File: config.mk
export PLATFORM = sky130hd
export DESIGN_NAME = mips_mc_control_flat
export DESIGN_NICKNAME = d
export VERILOG_FILES = /design/src/rtl/mips_mc_control_if.sv /design/src/rtl/mips_mc_control.sv /design/src/flat_wrapper.sv
export SDC_FILE = /design/constraint.sdc
export NUM_CORES = 1
export LEC_CHECK = 0
export ABC_AREA = 1
export CELL_PAD_IN_SITES_DETAIL_PLACEMENT = 0
export CELL_PAD_IN_SITES_GLOBAL_PLACEMENT = 1
export CORE_MARGIN = 3
export CORE_UTILIZATION = 23
export DETAILED_ROUTE_END_ITERATION = 8
export HOLD_SLACK_MARGIN = 0.1
export PLACE_DENSITY = 0.8
export SKIP_LAST_GASP = 1
export SLEW_MARGIN = 40
export SYNTH_ARGS = -nofsm -noshare
export SYNTH_HDL_FRONTEND = slang
export SYNTH_SLANG_ARGS = --single-unit
File: constraint.sdc
create_clock -name clk -period 1.77 [get_ports clk]
set_clock_uncertainty 0.2 [all_clocks]
set_input_delay 0.2655 -clock clk [delete_from_list [all_inputs] [get_ports clk]]
set_output_delay 0.2655 -clock clk [all_outputs]
set_load 0.03 [all_outputs]
File: src/rtl/mips_mc_control_if.sv
// mips_mc_control_if: IR/ALU/memory status in, datapath enables and selects out
// master (control FSM): in  opcode[5:0] funct[5:0] zero mem_ready
//                       out pc_write ir_write mem_write reg_write iord mem_to_reg
//                           reg_dst alu_src_a alu_src_b[1:0] pc_src[1:0]
//                           alu_control[2:0] illegal_op state_o[3:0]
// slave (datapath): the same signals with directions reversed
interface mips_mc_control_if;
  logic [5:0] opcode;
  logic [5:0] funct;
  logic       zero;
  logic       mem_ready;
  logic       pc_write;
  logic       ir_write;
  logic       mem_write;
  logic       reg_write;
  logic       iord;
  logic       mem_to_reg;
  logic       reg_dst;
  logic       alu_src_a;
  logic [1:0] alu_src_b;
  logic [1:0] pc_src;
  logic [2:0] alu_control;
  logic       illegal_op;
  logic [3:0] state_o;
  modport master (
    input  opcode, funct, zero, mem_ready,
    output pc_write, ir_write, mem_write, reg_write, iord, mem_to_reg, reg_dst,
           alu_src_a, alu_src_b, pc_src, alu_control, illegal_op, state_o
  );
  modport slave (
    output opcode, funct, zero, mem_ready,
    input  pc_write, ir_write, mem_write, reg_write, iord, mem_to_reg, reg_dst,
           alu_src_a, alu_src_b, pc_src, alu_control, illegal_op, state_o
  );
endinterface

File: src/rtl/mips_mc_control.sv
// mips_mc_control: multicycle MIPS control FSM with memory-ready stalls
// clk: rising-edge clock; reset: asynchronous active-low, forces FETCH and all outputs 0
// bus (mips_mc_control_if.master): opcode/funct/zero/mem_ready in, enables/selects/alu_control/
//   illegal_op/state_o out
// MIPS_MC_BNE_EN: when defined, opcode 000101 (bne) branches on ~zero; otherwise it is illegal
module mips_mc_control #(
  parameter int OPW = 6
) (
  input logic clk,
  input logic reset,
  mips_mc_control_if.master bus
);
  typedef enum logic [3:0] {
    FETCH, DECODE, MEMADR, MEMRD, MEMWB, MEMWR, EXECUTE, ALUWB, BRANCH, ADDIEXEC, ADDIWB, JUMP
  } state_t;
  localparam logic [OPW-1:0] OP_R    = OPW'('b000000);
  localparam logic [OPW-1:0] OP_LW   = OPW'('b100011);
  localparam logic [OPW-1:0] OP_SW   = OPW'('b101011);
  localparam logic [OPW-1:0] OP_BEQ  = OPW'('b000100);
  localparam logic [OPW-1:0] OP_ADDI = OPW'('b001000);
  localparam logic [OPW-1:0] OP_J    = OPW'('b000010);
  state_t state, nxt;
  logic pcw, irw, mw, rw, io, m2r, rd, sa, ill, valid, br_ne;
  logic [1:0] sb, ps, aluop;
  logic [2:0] alu_ctl;
`ifdef MIPS_MC_BNE_EN
  localparam logic [OPW-1:0] OP_BNE = OPW'('b000101);
  logic bne_q;
  // remembers which branch flavour was decoded, since BRANCH no longer samples the opcode
  always_ff @(posedge clk or negedge reset)
    if (!reset) bne_q <= 1'b0;
    else if (state == DECODE) bne_q <= bus.opcode == OP_BNE;
  assign br_ne = bne_q;
`else
  assign br_ne = 1'b0;
`endif
  always_ff @(posedge clk or negedge reset)
    if (!reset) state <= FETCH;
    else state <= nxt;
  always_comb begin
    nxt = FETCH;
    pcw = 1'b0;
    irw = 1'b0;
    mw = 1'b0;
    rw = 1'b0;
    io = 1'b0;
    m2r = 1'b0;
    rd = 1'b0;
    sa = 1'b0;
    ill = 1'b0;
    valid = 1'b1;
    sb = 2'b00;
    ps = 2'b00;
    aluop = 2'b00;
    case (state)
      FETCH: begin
        sb = 2'b01;
        pcw = bus.mem_ready;
        irw = bus.mem_ready;
        nxt = bus.mem_ready ? DECODE : FETCH;
      end
      DECODE: begin
        sb = 2'b11;
        case (bus.opcode)
          OP_LW, OP_SW: nxt = MEMADR;
          OP_R: nxt = EXECUTE;
          OP_BEQ: nxt = BRANCH;
          OP_ADDI: nxt = ADDIEXEC;
          OP_J: nxt = JUMP;
`ifdef MIPS_MC_BNE_EN
          OP_BNE: nxt = BRANCH;
`endif
          default: ill = 1'b1;
        endcase
      end
      MEMADR: begin
        sa = 1'b1;
        sb = 2'b10;
        nxt = bus.opcode == OP_LW ? MEMRD : MEMWR;
      end
      MEMRD: begin
        io = 1'b1;
        nxt = bus.mem_ready ? MEMWB : MEMRD;
      end
      MEMWB: begin
        m2r = 1'b1;
        rw = 1'b1;
      end
      MEMWR: begin
        io = 1'b1;
        mw = 1'b1;
        nxt = bus.mem_ready ? FETCH : MEMWR;
      end
      EXECUTE: begin
        sa = 1'b1;
        aluop = 2'b10;
        nxt = ALUWB;
      end
      ALUWB: begin
        rd = 1'b1;
        rw = 1'b1;
      end
      BRANCH: begin
        sa = 1'b1;
        aluop = 2'b01;
        ps = 2'b01;
        pcw = bus.zero ^ br_ne;
      end
      ADDIEXEC: begin
        sa = 1'b1;
        sb = 2'b10;
        nxt = ADDIWB;
      end
      ADDIWB: rw = 1'b1;
      JUMP: begin
        ps = 2'b10;
        pcw = 1'b1;
      end
      default: valid = 1'b0;
    endcase
  end
  assign alu_ctl = aluop == 2'b01 ? 3'b110 :
                   aluop != 2'b10 ? 3'b010 :
                   bus.funct == 6'b100010 ? 3'b110 :
                   bus.funct == 6'b100100 ? 3'b000 :
                   bus.funct == 6'b100101 ? 3'b001 :
                   bus.funct == 6'b101010 ? 3'b111 : 3'b010;
  // outputs are gated by reset so nothing stays asserted while reset is held low
  assign bus.pc_write = reset & pcw;
  assign bus.ir_write = reset & irw;
  assign bus.mem_write = reset & mw;
  assign bus.reg_write = reset & rw;
  assign bus.iord = reset & io;
  assign bus.mem_to_reg = reset & m2r;
  assign bus.reg_dst = reset & rd;
  assign bus.alu_src_a = reset & sa;
  assign bus.alu_src_b = reset ? sb : 2'b00;
  assign bus.pc_src = reset ? ps : 2'b00;
  assign bus.alu_control = (reset && valid) ? alu_ctl : 3'b000;
  assign bus.illegal_op = reset & ill;
  assign bus.state_o = reset ? 4'(state) : 4'b0000;
endmodule

File: src/flat_wrapper.sv
// flat-port wrapper written by rule: the top's interface ports become plain ports
module mips_mc_control_flat 
#(
  parameter int OPW = 6
)
  (clk, reset, bus_opcode, bus_funct, bus_zero, bus_mem_ready, bus_pc_write, bus_ir_write, bus_mem_write, bus_reg_write, bus_iord, bus_mem_to_reg, bus_reg_dst, bus_alu_src_a, bus_alu_src_b, bus_pc_src, bus_alu_control, bus_illegal_op, bus_state_o);
  mips_mc_control_if bus_i ();
  input logic clk;
  input logic reset;
  input wire logic [$bits(bus_i.opcode)-1:0] bus_opcode;
  input wire logic [$bits(bus_i.funct)-1:0] bus_funct;
  input wire logic [$bits(bus_i.zero)-1:0] bus_zero;
  input wire logic [$bits(bus_i.mem_ready)-1:0] bus_mem_ready;
  output wire logic [$bits(bus_i.pc_write)-1:0] bus_pc_write;
  output wire logic [$bits(bus_i.ir_write)-1:0] bus_ir_write;
  output wire logic [$bits(bus_i.mem_write)-1:0] bus_mem_write;
  output wire logic [$bits(bus_i.reg_write)-1:0] bus_reg_write;
  output wire logic [$bits(bus_i.iord)-1:0] bus_iord;
  output wire logic [$bits(bus_i.mem_to_reg)-1:0] bus_mem_to_reg;
  output wire logic [$bits(bus_i.reg_dst)-1:0] bus_reg_dst;
  output wire logic [$bits(bus_i.alu_src_a)-1:0] bus_alu_src_a;
  output wire logic [$bits(bus_i.alu_src_b)-1:0] bus_alu_src_b;
  output wire logic [$bits(bus_i.pc_src)-1:0] bus_pc_src;
  output wire logic [$bits(bus_i.alu_control)-1:0] bus_alu_control;
  output wire logic [$bits(bus_i.illegal_op)-1:0] bus_illegal_op;
  output wire logic [$bits(bus_i.state_o)-1:0] bus_state_o;
  assign bus_i.opcode = bus_opcode;
  assign bus_i.funct = bus_funct;
  assign bus_i.zero = bus_zero;
  assign bus_i.mem_ready = bus_mem_ready;
  assign bus_pc_write = bus_i.pc_write;
  assign bus_ir_write = bus_i.ir_write;
  assign bus_mem_write = bus_i.mem_write;
  assign bus_reg_write = bus_i.reg_write;
  assign bus_iord = bus_i.iord;
  assign bus_mem_to_reg = bus_i.mem_to_reg;
  assign bus_reg_dst = bus_i.reg_dst;
  assign bus_alu_src_a = bus_i.alu_src_a;
  assign bus_alu_src_b = bus_i.alu_src_b;
  assign bus_pc_src = bus_i.pc_src;
  assign bus_alu_control = bus_i.alu_control;
  assign bus_illegal_op = bus_i.illegal_op;
  assign bus_state_o = bus_i.state_o;
  mips_mc_control #(.OPW(OPW)) u_core (.clk(clk), .reset(reset), .bus(bus_i));
endmodule
**Word level (Yosys, flattened, before mapping)**

Cells that the tools add are included.

- Register bits after elaboration: 4
- Bits in latches: 0
- Memory bits (writable): 0
- Memory bits (read-only): 0
- Input bits: 16
- Output and inout bits: 20
- Word-level logic and storage cells: 72
- Memories kept: 0

- Add/sub/neg operators: 0
- Multipliers: 0
- Divide/modulo/power cells: 0
- $lt $le $gt $ge: 0
- Equal/unequal tests: 22
- Shifts and indexed selects: 0
- Muxes and demuxes: 30
- Bitwise gates (word level): 9
- Reduce and logical (&&, ||, !) cells: 10

Operators by type and width:

| kind | number |
|---|---|
| $eq 6x6->1 const B | 6 |
| $mux 3 | 10 |
| $pmux 4 s7 | 1 |
| $pmux 4 s5 | 1 |
| $eq 4x3->1 const B | 4 |
| $eq 4x4->1 const B | 4 |
| $reduce_or 12->1 | 1 |
| $mux 1 | 11 |
| $and 1x1->1 | 9 |
| $eq 4x2->1 const B | 2 |
| $pmux 2 s2 | 2 |
| $eq 6x2->1 const B | 1 |
| $eq 6x3->1 const B | 1 |
| $eq 6x4->1 const B | 1 |
| $logic_not 6->1 | 1 |
| $pmux 2 s3 | 1 |
| $reduce_or 2->1 | 3 |
| $reduce_or 6->1 | 1 |
| $eq 4x1->1 const B | 1 |
| $logic_not 4->1 | 1 |
| $mux 2 | 2 |
| $mux 4 | 1 |
| $reduce_or 4->1 | 1 |
| $pmux 1 s3 | 1 |
| 4 further kinds | 4 |

**Logic depth before layout (Yosys ltp)**

Gate-level depths: netlist of the first run.

- Depth in word-level cells: 8
- Gate-level depth with buffers: 8
- Gate-level depth less buffers: 8

**Worst setup path after synthesis of the first run**

Ideal clock, no wire load.

- Path type: reg2out
- Start: reg u_core.state[3]
- End: out bus_pc_write
- Arrival time: 1,456 ps
- Required time: 1,304 ps
- Setup slack: -151 ps
- Stages on the path, launching flop included: 5
- Path buffers: 0
- Cell sequence: dfrtp_1 > nor2_2 > nand3_1 > nor2_2 > nand3b_1

- Longest elaborated chain between the ends: 3
- Elaborated cells between the ends (all ways): 5
- Classes of those cells: eq/ne: 2; mux: 1; bitwise: 1; reduce/logical: 1

RTL lines:

| element | RTL line | RTL |
|---|---|---|
| start, declared | mips_mc_control.sv:22 | `state_t state, nxt;` |
| start signal, assigned | mips_mc_control.sv:39 | `else state <= nxt;` |
| $eq 4x4->1 or $logic_not 4->1 (tied branches) | mips_mc_control.sv:55 | `case (state)` |
| $pmux 1 s3 (*) | mips_mc_control.sv:55 |  |
| $and 1x1->1 (*) | mips_mc_control.sv:129 | `assign bus.pc_write = reset & pcw;` |
| end, declared | flat_wrapper.sv:14 | `output wire logic [$bits(bus_i.pc_write)-1:0] bus_pc_write;` |

Every way passes the cells marked *; elsewhere a longest branch is shown, timed or not.

**Final worst setup path of the first run**

- Start: reg u_core.state[1]
- End: out bus_pc_write

Same word-level chain as after synthesis.

==> run summary, run 1 <==
The number of vias per cell came out at 4.40. Setup repair after global routing could not meet its margin everywhere. The fraction of the mapped netlist area in compound gates was 8.53%.

For this block, the routed nets add up to 2640 µm of wire. For this run, the total global-route usage over all layers was measured as 13.6%. For this run, the number of Yosys warnings is 0. The run gives 0 as the DRC violation count after routing.

Remaining number of nets flagged by the antenna check after routing: 0. Highest clock frequency the design can meet: 516 MHz. Following the worst setup path forward leads to its endpoint at bus_pc_write.

The clock period minus final worst setup slack is 1.94 ns, and the worst-case vdd ir drop is 0.000338 V. The number of global-route vias before repair was 926. The min-delay analysis places its worst path in the category primary input to asynchronous set/reset pin. After synthesis, the mean cell area works out to 5.07 µm². The logs give 226 for the total number of nets in the final design and -1.40 ns for the setup total negative slack. Synthesis instantiated 18 different standard cells from the library. The register with the most flip-flops was u_core.state. The endpoint of the worst register-to-register path was u_core.state[1].

Sorting the synthesized cells by area gives the leading types as sky130_fd_sc_hd__nand2_1, sky130_fd_sc_hd__dfrtp_1, sky130_fd_sc_hd__nor2_1. The run gives 10 as the maximum number of pins on one net before global-route repair. The final antenna diode count is 0, and the buffer depth of the longest clock path is 2.

The element type at the critical path end was an output port. Hold timing on the final database bottoms out at a slack of 0.390 ns. The share of the core filled with cells in the final layout was 54.9%; the slack of the critical path was -0.166 ns. The filler cell count in the final layout is 283, and the max-cap violation count is 0. The combined flip-flop and latch cell area is 104 µm².

The later pin in the worst-skew pair is clocked with a latency of 0.24 ns. The final route contains 1052 vias. The final routed wire length divided by cell count is 11.1 µm.

The register with the most flip-flops in the layout has 4 of them. The setup violation total in the final timing report is 15. Measured against its own limit, the worst slew margin works out to 86.8%. Measured along the y axis, the die boundary spans 60.2 µm. The iteration-0 DRC count of the detailed router was 39. In this run the critical register-to-register path is launched from u_core.state[3]. The run gives 0 as the number of antenna violations at the first check in global routing.

Data arrives at the worst endpoint at 1.47 ns. After Yosys synthesis, and, or, nand and nor cells account for 59.7% of the synthesized area. The number of storage elements in the synthesis netlist is 4, and the clock input transition at the sequential cells of the worst setup and hold paths is 0.04 ns. The synthesized netlist devotes 0% of its cell area to XOR and XNOR gates. The congestion estimate from routability-driven global placement came to 0.829.

Of all nets on the critical path, the largest fanout is 3. The placed standard-cell area is 0.00115 mm². The count of mapped cells out of synthesis was 133. The worst setup path is launched from a flip-flop. The final critical path takes up 109% of the cycle. The final reports fail on setup timing. TritonCTS created 3 clock buffers. The combinational family with the most area after synthesis is simple AND/OR/NAND/NOR gates. Measured in cells, the most critical reg-to-reg path has a length of 9. The flow ran to the end, but the final reports show violations.

The pre-antenna-repair detailed-routing pass consisted of 4 iterations. The post-synth net total is 149. The HPWL after detailed placement is 1820 µm.

Area used by multi-input combinational logic: 587 µm². Of all cell types, the one taking the most synthesized area is sky130_fd_sc_hd__nand2_1. In this run the register-to-register setup slack is 0.27 ns. Relative to the synthesized area, the layout overhead comes to 127%. The die covers 0.00362 mm².

The clock tree root driver cell is sky130_fd_sc_hd__clkbuf_4. Summing every instance area after synthesis gives 674 µm². The layout cell share with drive strength beyond 1 is 50.0%, and the initial cell density of the core is 24.2%.

The tools report the core area as 0.00278 mm². The tree built by TritonCTS fans out to 4 sinks. The portion of synthesized area spent on multiplexers is 0%.

The number of endpoints with negative hold slack in the final report was 0. Arithmetic-cell share of the synthesized area counting full adders, half adders and majority gates: 0%. The critical path in this run is classified as flip-flop to output port.

The largest registers in the layout are u_core.state: 4 flops. The logs give 0.00153 mm² for the area of all placed cells without fillers and 19 for the placement row count. The portion of synthesized cell area occupied by the leading cell type came out at 21.2%. The most critical setup path has its startpoint at u_core.state[1].

Data on the critical path is required at its endpoint by 1.30 ns. In this run the power density over the cells is 496 mW/mm². The transition time at the pin with the least slew margin is 0.197 ns. During placement, the flow inserted port buffers numbering 35. The static power due to leakage was 0.836 nW. The tools report the deepest level of the CTS H-tree as 1. After synthesis, flip-flops and latches occupy 14.8% of the total area.

TritonCTS built the clock tree. 36 I/O pins were placed. The number of slew-limit violations in the final report was 0.

The floorplan step set the die width to 60.2 µm. For this run the aggregate overflow at the end of global routing stands at 0. The tools report the post-place setup slack as -0.133 ns.

For the global-route wire length before repair, the log shows 3760 µm.
==> cell type report <==
class	count	share of cell area [%]
timing repair buffer	73	43.2
inverter	29	7.62
sequential	4	6.80
tap	31	2.54
clock buffer	3	1.47
multi-input combinational	99	38.4
==> repair_timing <==
item	4_1_cts	5_1_grt
setup endpoints to repair	14	18
resized for setup	31	23
hold buffers	0	2
hold endpoints to repair	0	4
pin swaps	16	20
gates cloned	0	0
setup buffers	13	7
==> stage by stage <==
stage	total power [mW]	instances
floorplan	0.336	133
global placement	0.493	214
detailed placement	0.496	214
CTS	0.698	230
global route	0.803	239
finish	0.758	239
==> critical path, stage by stage, from the launching register on <==
cell	delay, ns
sky130_fd_sc_hd__dfrtp_1	0.40
sky130_fd_sc_hd__buf_4	0.16
sky130_fd_sc_hd__nor2_4	0.16
sky130_fd_sc_hd__nand3_2	0.13
sky130_fd_sc_hd__nor2_4	0.12
sky130_fd_sc_hd__nand3b_1	0.13
sky130_fd_sc_hd__buf_6	0.14
==> cells by family after synthesis <==
group	after synthesis
simple gates	88
compound gates	11
flops	4
buf+inv	30
==> report_power, final <==
part | internal [mW] | switching (mW) | leakage [nW]
combinational | 0.234 | 0.277 | 0.772
clock | 0.0760 | 0.0394 | 0.0138
sequential | 0.106 | 0.0266 | 0.0496
total | 0.416 | 0.343 | 0.836
==> synth_stat cells (all sizes together) <==
| master | number |
|---|---|
| nand3b | 2 |
| a21oi | 5 |
| a31oi | 2 |
| nand3 | 11 |
| inv | 29 |
| nand4 | 1 |
| nor2 | 32 |
| buf | 1 |
| nand2 | 41 |
| dfrtp | 4 |
| nor3 | 1 |
| o21ai | 4 |
==> metal layers <==
layer	up-vias	GRT usage, %	wire length [µm]
met5	-	0	0
li1	556	-	-
met3	2	1.30	173
met2	26	26.7	1420
met4	0	5.70	8
met1	468	14.3	1050
==> worst min path at each step <==
stage,startpoint,to,slack [ns]
2_1_floorplan,reset,u_core.state[0],-0.23
3_3_place_gp,reset,u_core.state[0],0.35
3_5_place_dp,reset,u_core.state[0],0.35
4_1_cts,reset,u_core.state[0],0.24
5_1_grt,reset,u_core.state[0],0.43
6_report,reset,u_core.state[0],0.39
==> layout by cell type (no fill, tap or decap) <==
cell and instances:
sky130_fd_sc_hd__a31oi_1 2, sky130_fd_sc_hd__o21ai_1 3, sky130_fd_sc_hd__nand3_1 7, sky130_fd_sc_hd__dlygate4sd2_1 2
sky130_fd_sc_hd__inv_2 7, sky130_fd_sc_hd__nand3_2 4, sky130_fd_sc_hd__clkbuf_4 3, sky130_fd_sc_hd__nand3b_1 2
sky130_fd_sc_hd__nor3_2 1, sky130_fd_sc_hd__nor2_1 19, sky130_fd_sc_hd__nor2_4 9, sky130_fd_sc_hd__nand2_1 31
sky130_fd_sc_hd__dlymetal6s2s_1 1, sky130_fd_sc_hd__inv_1 19, sky130_fd_sc_hd__nand4_1 1, sky130_fd_sc_hd__a21oi_2 3
sky130_fd_sc_hd__dlygate4sd3_1 2, sky130_fd_sc_hd__nand2_4 2, sky130_fd_sc_hd__nand2_2 7, sky130_fd_sc_hd__dfrtp_2 3
sky130_fd_sc_hd__buf_4 40, sky130_fd_sc_hd__buf_12 1, sky130_fd_sc_hd__buf_6 15, sky130_fd_sc_hd__dfrtp_1 1
sky130_fd_sc_hd__a21oi_1 2, sky130_fd_sc_hd__inv_4 3, sky130_fd_sc_hd__nand2_8 1, sky130_fd_sc_hd__clkdlybuf4s50_1 12
sky130_fd_sc_hd__nor2_2 4, sky130_fd_sc_hd__o21ai_4 1
Power figures use the tool's default switching activity.
==> run 2: changes to the inputs <==
--- a/config.mk
+++ b/config.mk
@@ -9,10 +9,11 @@
 export CELL_PAD_IN_SITES_DETAIL_PLACEMENT = 0
 export CELL_PAD_IN_SITES_GLOBAL_PLACEMENT = 1
 export CORE_MARGIN = 3
-export CORE_UTILIZATION = 23
+export CORE_UTILIZATION = 24
+export CTS_BUF_LIST = sky130_fd_sc_hd__clkbuf_4
 export DETAILED_ROUTE_END_ITERATION = 8
 export HOLD_SLACK_MARGIN = 0.1
-export PLACE_DENSITY = 0.8
+export PLACE_DENSITY = 0.83
 export SKIP_LAST_GASP = 1
 export SLEW_MARGIN = 40
 export SYNTH_ARGS = -nofsm -noshare
==> constraint.sdc (replaced) <==
create_clock -name clk -period 1.77 [get_ports clk]
set_clock_uncertainty 0.2 [all_clocks]
set_input_delay 0.4425 -clock clk [delete_from_list [all_inputs] [get_ports clk]]
set_output_delay 0.4425 -clock clk [all_outputs]
set_load 0.03 [all_outputs]
==> run 2 against run 1 <==
Critical path type unchanged. Largest cell class unchanged. Via count grew 1.7%. Combinational power shrank 4.9%. Highest routed layer is now met3. Critical endpoint is now bus_alu_control[1]. Final area grew 5.1%. The flow still finishes with violations (setup timing).
==> run summary, run 2 (same netlist as run 1, synthesis figures left out) <==
The initial cell density of the core is 26.3% (+2.0 points). The total vias in the final route is 1070 (+1.7%), and the number of port buffers is 35 (unchanged). The total CTS buffers came out at 3 (unchanged). The area of all placed cells without fillers is 0.00161 mm² (+5.1%), and the iteration-0 DRC count of the detailed router is 22 (-44%).

The total routing resource utilization after global routing was 15.0% (+1.4 points). The deepest level of the CTS H-tree was 1 (unchanged). Broken down by cell family, the worst path's largest delay share belongs to flip-flops. The height of the die was 59.0 µm (-1.9%).

The final routed wire length divided by cell count is 10.4 µm (-5.8%), and the number of endpoints with negative hold slack in the final report is 0 (unchanged). The remaining global-route overflow is 0 (unchanged), and the number of optimization iterations in the first detailed-route pass is 4 (unchanged). The maximum single-stage delay on the critical path is 0.43 ns (+0.03 ns). Boundary pin count: 36 (unchanged). The share of the cycle needed by the critical path after routing is 116% (+6.7 points), and the layout cell share with drive strength beyond 1 is 61.4% (+11 points). The logs give 1910 µm (+4.7%) for the detailed-placement wirelength estimate and 0.758 mW (about the same) for the power after layout. The share of the core filled with cells in the final layout is 62.5% (+7.6 points). Counting stages on the worst path, the most repeated cell is sky130_fd_sc_hd__inv_2. The placed standard-cell area was 0.00124 mm² (+7.7%). The final weighted congestion in routability-driven placement is 0.861 (+3.8%), and the flip-flop count of the largest register after layout is 4 (unchanged). The total buffers and inverters traversed by the critical path was 4 (+2). The final reports fail on setup timing.

The worst-case vdd ir drop was 0.000337 V (-0.18%). Traced cell by cell, the critical path runs through inv_2 -> nor2_4 -> nand2_2 -> inv_2 -> buf_4 -> a31oi_4 -> buf_6. The total power divided by cell area works out to 472 mW/mm² (-4.8%).

The tools report the element type at the critical path end as an output port. The tools report the setup violation total in the final timing report as 17 (+2). The tools report the slack of the critical path as -0.285 ns (-0.119 ns).

Register with the most flip-flops: u_core.state. The run gives 0 (unchanged) as the max-cap violation count. Leaving out fill and tap cells, the most frequent cell in the layout is sky130_fd_sc_hd__buf_4. The x dimension of the die is 59.0 µm (-1.9%), and the clock input transition at the sequential cells of the worst setup and hold paths is 0.04 ns (about the same). The critical path in this run is classified as flip-flop to output port. The logs give 18 (-1) for the placement row count and 83.4% (-3.4 points) for the relative slew slack. The setup slack of the most critical reg-to-reg path came out at 0.16 ns (-0.11 ns). The kind of path behind the tightest hold check is primary input to flip-flop.

The tools report the full die area as 0.00348 mm² (-3.8%). Clock network latency to the later pin of the worst-skew pair: 0.23 ns (about the same). The global-route wire length before repair is 4210 µm (+12%).

The total number of nets in the final design is 232 (+2.7%). The growth of design area from synthesis to finish came out at 138%. The logs give 0 (unchanged) for the number of slew-limit violations in the final report and 4 (unchanged) for the clock sink count. The tools report the total wire length after detailed routing as 2550 µm (-3.4%).

The post-place setup slack is -0.523 ns (-0.390 ns). Core area: 0.00257 mm² (-7.7%). Setup repair after global routing could not meet its margin everywhere. Buffer depth of the longest clock path: 2 (unchanged). Clock tree synthesis selected as its root buffer the cell sky130_fd_sc_hd__clkbuf_4. Data required time of the critical path: 1.13 ns (-0.17 ns). Final antenna diode count: 0 (unchanged).

The clock period minus final worst setup slack is 2.06 ns (+0.119 ns). The slowest stage of the critical path belongs to the cell sky130_fd_sc_hd__dfrtp_2. For the DRC violation count after routing, the log shows 0 (unchanged). The flow ran to the end, but the final reports show violations. In the layout the commonest cells are sky130_fd_sc_hd__buf_4, sky130_fd_sc_hd__nand2_1, sky130_fd_sc_hd__inv_1. The transition time at the pin with the least slew margin is 0.248 ns (+0.0513 ns).

The tools report the remaining number of nets flagged by the antenna check after routing as 0 (unchanged). TritonCTS built the clock tree. The startpoint type of the worst setup path is a flip-flop. The maximum fanout count along the critical path was 4 (+1); the filler cell count in the final layout was 242 (-14%).

The number of vias per cell was 4.37 (-0.78%). The logs give 10 (unchanged) for the maximum number of pins on one net before global-route repair and 487 MHz (-5.8%) for the highest clock frequency the design can meet. The tools report the number of antenna violations at the first check in global routing as 0 (unchanged). The largest registers in the layout are u_core.state: 4 flops. The signal arrival time at the worst endpoint is 1.41 ns (-0.06 ns), and the number of global-route vias before repair is 1080 (+17%).

The static power due to leakage came out at 0.889 nW (+6.4%).
-- run 2: what timing repair did --
| action | in CTS | in global routing |
|---|---|---|
| endpoints found under the setup margin | 20 | 22 |
| hold buffers | 1 | 0 |
| endpoints found under the hold margin | 4 | 0 |
| resized for setup | 57 | 24 |
| buffers inserted | 17 | 5 |
| pin swaps | 22 | 14 |
-- run 2: final cells by class --
| cell class | instances | area [µm²] | share of cell area [%] |
|---|---|---|---|
| repair buffers | 79 | 676 | 42.1 |
| multi-input cells | 99 | 643 | 40.1 |
| inverters | 29 | 114 | 7.09 |
| flip-flops and latches | 4 | 105 | 6.55 |
| well taps | 30 | 37.5 | 2.34 |
| clock buffers | 4 | 30.0 | 1.87 |
-- run 2: final timing paths --
path,to,cells past startpoint,startpoint
min reg2reg,u_core.state[3],4,u_core.state[2]
max reg2reg,u_core.state[1],9,u_core.state[2]
max,bus_alu_control[1],7,u_core.state[2]
min in group asynchronous,u_core.state[2],3,reset
min,u_core.state[0],7,bus_opcode[4]
max in group asynchronous,u_core.state[0],3,reset
-- run 2: worst min-delay path, delay by kind of cell --
family                 cells  cell delay, ns
buffers and inverters      2            0.21
AND/OR/NAND/NOR            5            0.31
-- run 2: power by group --
group / switching [mW] / internal [mW]
registers: 0.0306 / 0.106
clock network: 0.0362 / 0.0998
logic: 0.264 / 0.222
-- run 2: layer usage --
| metal | track usage [%] | vias to the layer above | wire length, µm |
|---|---|---|---|
| met5 | 0 | - | 0 |
| met4 | 4.53 | 0 | 0 |
| met3 | 1.09 | 0 | 152 |
| met2 | 31.1 | 33 | 1450 |
| met1 | 15.5 | 469 | 953 |
| li1 | - | 568 | - |
-- run 2: metrics by stage --
stage / hold slack (ns) / setup TNS (ns) / instances
final: 0.576 / -3.72 / 245
after global placement: 0.582 / -7.58 / 218
after floorplan: -0.0531 / -0.292 / 133
after detailed placement: 0.583 / -8.26 / 218
after global routing: 0.592 / -5.07 / 245
after CTS: 0.586 / -3.44 / 240
==> RTL change 1: new RTL, flow settings as in run 1 <==
`OPW` is set to 6 in 2 places; all go to 5.
--- a/src/rtl/mips_mc_control.sv
+++ b/src/rtl/mips_mc_control.sv
@@ -6,3 +6,3 @@
 module mips_mc_control #(
-  parameter int OPW = 6
+  parameter int OPW = 5
 ) (
--- a/src/flat_wrapper.sv
+++ b/src/flat_wrapper.sv
@@ -3,3 +3,3 @@
 #(
-  parameter int OPW = 6
+  parameter int OPW = 5
 )
Formal check against the unedited RTL: not equivalent (a bounded check fails within 4 cycles, from zero or initial values and one cycle with reset low).
==> RTL change 1 against run 1 <==
- the flow still finishes with violations (negative setup slack)
- critical endpoint is now bus_alu_control[2]
- wire length decreased by 11%
- cell area fell by 15%
- synthesized area decreased by 1.1%
- setup slack gained 0.035 ns
- power decreased by 17%
- sequential cell count stayed put
- largest power group unchanged
- register-to-register slack better by 0.07 ns
- via count down 5.2%
==> RTL change 1: results <==
[grt]
antenna_found_initial = 0
via_count_of_the_first_global_routing_pass = 946
overall_track_demand_over_capacity_in_global_routing_pct = 13.0
global_route_wire_length_before_repair_mm = 3.67
grt_start_max_net_pins = 12

[logic_synthesis]
seq_area_frac_synth_pct = 15.0
yosys.area_share.xor_xnor_pct = 0
yosysWarnings = 0
ys_top_cells_by_count = sky130_fd_sc_hd__nand2_1 (34), sky130_fd_sc_hd__nor2_1 (29), sky130_fd_sc_hd__inv_1 (25), sky130_fd_sc_hd__nand3_1 (13), sky130_fd_sc_hd__o21ai_0 (6)
synth_compound_gate_area_share_pct = 10.1
synthTopCellsByArea = sky130_fd_sc_hd__nand2_1 (19%), sky130_fd_sc_hd__nor2_1 (16%), sky130_fd_sc_hd__dfrtp_1 (15%)
syn_inst = 135
yosys.area.top_type_share_pct = 19.1
synth_nets = 151

[power_and_ir_drop]
p_leak_nw = 0.723
p_int_mw = 0.345
proportion_of_power_drawn_by_combinational_gates_pct = 62.2
vdd.ir_drop.worst_mv = 0.234

[worst_setup_path]
largest_incremental_delay_on_the_critical_path_ns = 0.47
slowest_cell_on_the_critical_path = sky130_fd_sc_hd__dfrtp_2
critical_path.top_delay_family = flip-flops
critical_path_peak_fanout = 6

[placed_design]
dpl.hpwl_mm = 1.81
gp_congestion = 0.820
post-place-cells = 209
dpl_cell_area_um2 = 1100
pre_cts_ws_ns = -0.140
place.port_buffers = 35

[drt]
first_iter_violations = 35
vias = 997
routed_wirelength_mm = 2.34
wire_per_inst_um = 10.6

[finish]
drive_above_1_share_pct = 42.6

[timing]
timing.slew.headroom_pct = 82.8
tns_ns = -0.774
final.setup.worst_slack_ns = -0.131
timing.final.setup_violations = 12

[outcome]
violations = negative setup slack
outcome = complete, but fails checks
-- RTL change 1: kinds of logic (layout without fill, tap and decap cells) --
group / count (synthesis) / count (layout)
flip-flops: 4 / 4
buffers and inverters: 29 / 84
AND/OR/NAND/NOR: 90 / 90
AO/OA/AOI/OAI: 12 / 12
-- RTL change 1: what timing repair did --
action	4_1_cts	5_1_grt
resized for setup	21	27
hold endpoints to repair	4	0
endpoints found under the setup margin	16	15
setup buffers	4	3
pin swaps	6	12
hold buffers	1	0
-- RTL change 1: worst register-to-register path, stage by stage (launching register included) --
cell and delay [ns]:
sky130_fd_sc_hd__dfrtp_2 0.47, sky130_fd_sc_hd__nor2_4 0.19, sky130_fd_sc_hd__buf_4 0.14, sky130_fd_sc_hd__nand2_1 0.07, sky130_fd_sc_hd__o21ai_0 0.19, sky130_fd_sc_hd__nor2_1 0.06
sky130_fd_sc_hd__nand2_1 0.05
-- RTL change 1: power groups by stage --
| stage | clock network, mW | logic, mW | registers, mW |
|---|---|---|---|
| final | 0.111 | 0.393 | 0.128 |
| after global routing | 0.117 | 0.431 | 0.131 |
| after CTS | 0.117 | 0.361 | 0.123 |
| after detailed placement | 0 | 0.325 | 0.123 |
| after global placement | 0 | 0.325 | 0.122 |
| after floorplan | 0 | 0.194 | 0.118 |
-- RTL change 1: path summary, 6_finish.rpt --
kind	start	endpoint	slack, ns	depth (start not counted)
worst max-delay path	u_core.state[3]	bus_alu_control[2]	-0.13	6
worst min-delay path	reset	u_core.state[2]	0.55	3
worst max register to register	u_core.state[3]	u_core.state[2]	0.34	6
worst min register to register	u_core.state[3]	u_core.state[0]	0.59	3
max in group asynchronous	reset	u_core.state[1]	0.63	3
min in group clk	u_core.state[3]	u_core.state[0]	0.59	3
-- RTL change 1: cell type report --
class,count,area (um^2)
Fill cell,293,1310
Timing Repair Buffer,53,465
Clock buffer,3,22.5
Sequential cell,4,105
Inverter,28,110
Tap cell,30,37.5
Multi-Input combinational cell,102,563
-- RTL change 1: layer usage --
metal | track usage [%] | vias to the layer above | routed length (um)
met5 | 0 | - | 0
met4 | 4.75 | 0 | 0
met3 | 1.08 | 0 | 175
met2 | 24.4 | 32 | 1230
met1 | 15.0 | 439 | 929
li1 | - | 526 | -
==> RTL change 2: new RTL, settings of run 1 <==
Made on the original files. Add a define of `MIPS_MC_BNE_EN`.
--- a/src/rtl/mips_mc_control.sv
+++ b/src/rtl/mips_mc_control.sv
@@ -5,2 +5,4 @@
 // MIPS_MC_BNE_EN: when defined, opcode 000101 (bne) branches on ~zero; otherwise it is illegal
+`define MIPS_MC_BNE_EN
+
 module mips_mc_control #(
Formal check against the unedited RTL: not equivalent (a bounded check fails within 4 cycles, from zero or initial values and one cycle with reset low).
==> RTL change 2 against run 1 <==
- synthesized area rose by 6.3%
- non-clock buffer count shrank 13
- sequential power grew 35%
- fmax is 0.83% lower
- combinational power is 25% higher
- power is 25% higher
- setup slack lost 0.016 ns
- the run still ends with negative setup slack left
- sequential share of layout area up 2.2 points
- largest power group unchanged
- wire length up 0.15%
- largest cell class is now multi-input combinational cells
- sequential cell count grew 1
- cell area down 5.6%
- critical endpoint unchanged
==> RTL change 2: results <==
[placed_design]
place.port_buffers = 35
gp_congestion = 0.763
post-place-cells = 214
dpl_cell_area_um2 = 1180
pre_cts_ws_ns = -0.289
dpl.hpwl_mm = 2.05

[finish]
top_regs = u_core.state (4), u_core.bne_q (1)
antennaDiodeCount = 0
drive_above_1_share_pct = 46.7
finish.net_count = 216
stdcell_count = 230

[drt]
first_iter_violations = 23
wire_per_inst_um = 11.5
viasPerCell = 4.59

[logic_synthesis]
seq_area_frac_synth_pct = 17.5
synthTopCellsByArea = sky130_fd_sc_hd__dfrtp_1 (17%), sky130_fd_sc_hd__nand2_1 (17%), sky130_fd_sc_hd__nor2_1 (14%)
yosys.area_share.xor_xnor_pct = 1.22
ys_top_cells_by_count = sky130_fd_sc_hd__nand2_1 (32), sky130_fd_sc_hd__nor2_1 (27), sky130_fd_sc_hd__inv_1 (23), sky130_fd_sc_hd__nand3_1 (18)
synthDistinctLibCells = 17
synth_nets = 152
syn_inst = 136
synth_compound_gate_area_share_pct = 5.06

[clocking]
post_cts_hold_buffer_count = 1
clock_transition_at_the_registers_of_the_reported_paths_ns = 0.04
ctsResizeCount = 27
worst_skew_pair.late_latency_ns = 0.24
postCtsSetupBuffers = 4
largest_buffer_count_on_any_clock_path = 2

[outcome]
outcome = complete, but fails checks
violations = negative setup slack

[hold_path]
min-delay-path-class = register to register
timing.hold.worst_path_depth = 2

[worst_setup_path]
timing.critical_path.arrival_ns = 1.49
timing.rr.end = u_core.state[0]
worst_setup_path_endpoint = bus_pc_write
largest_incremental_delay_on_the_critical_path_ns = 0.45
slowest_cell_on_the_critical_path = sky130_fd_sc_hd__dfrtp_2
worst_reg2reg_path_length_in_cells = 9
critical_path_peak_fanout = 5
register_to_register_setup_slack_ns = 0.08
critical_path.startpoint = u_core.state[3]

[power_and_ir_drop]
power.sequential.total_mw = 0.178
vdd.ir_drop.worst_mv = 0.422
power.switching_mw = 0.440
power_combinational_mw = 0.639
clk-power_mw = 0.131
p_leak_nw = 0.788

[timing]
timing.slew.headroom_pct = 75.2
holdWs_ns = 0.351
timing.final.setup_violations = 12
final.setup.worst_slack_ns = -0.182
tns_ns = -1.20

[grt]
overall_track_demand_over_capacity_in_global_routing_pct = 14.2
global_route_wire_length_before_repair_mm = 4.08
antenna_found_initial = 0
via_count_of_the_first_global_routing_pass = 989
[RTL change 2: cell count changes in the layout (fill, tap and decap cells not counted), sizes merged, moves of 3 or more]
cell	run 1	this run
dlygate4sd2	2	6
nand2	41	36
clkdlybuf4s50	12	8
nand3	11	18
buf	56	44
nor2	32	35
[RTL change 2: kinds of logic (layout without fill, tap and decap cells)]
logic type | Yosys count | in the layout
XOR/XNOR | 1 | 1
flip-flops | 5 | 5
AND/OR/NAND/NOR | 94 | 94
buffers and inverters | 29 | 92
AO/OA/AOI/OAI | 7 | 7
[RTL change 2: routing by layer]
metal  track usage [%]  up-vias  part of all wire (%)
met3              1.86        2                   4.0
li1                  -      543                     -
met2              30.5       31                    60
met4              2.73        0                  0.57
met1              14.1      480                    35
met5                 0        -                     0
[RTL change 2: layout make-up]
class,instances,area [um^2]
multi-input combinational,102,591
tap,31,38.8
fill,276,1410
timing repair buffer,60,552
sequential,5,130
inverter,28,105
clock buffer,4,26.3
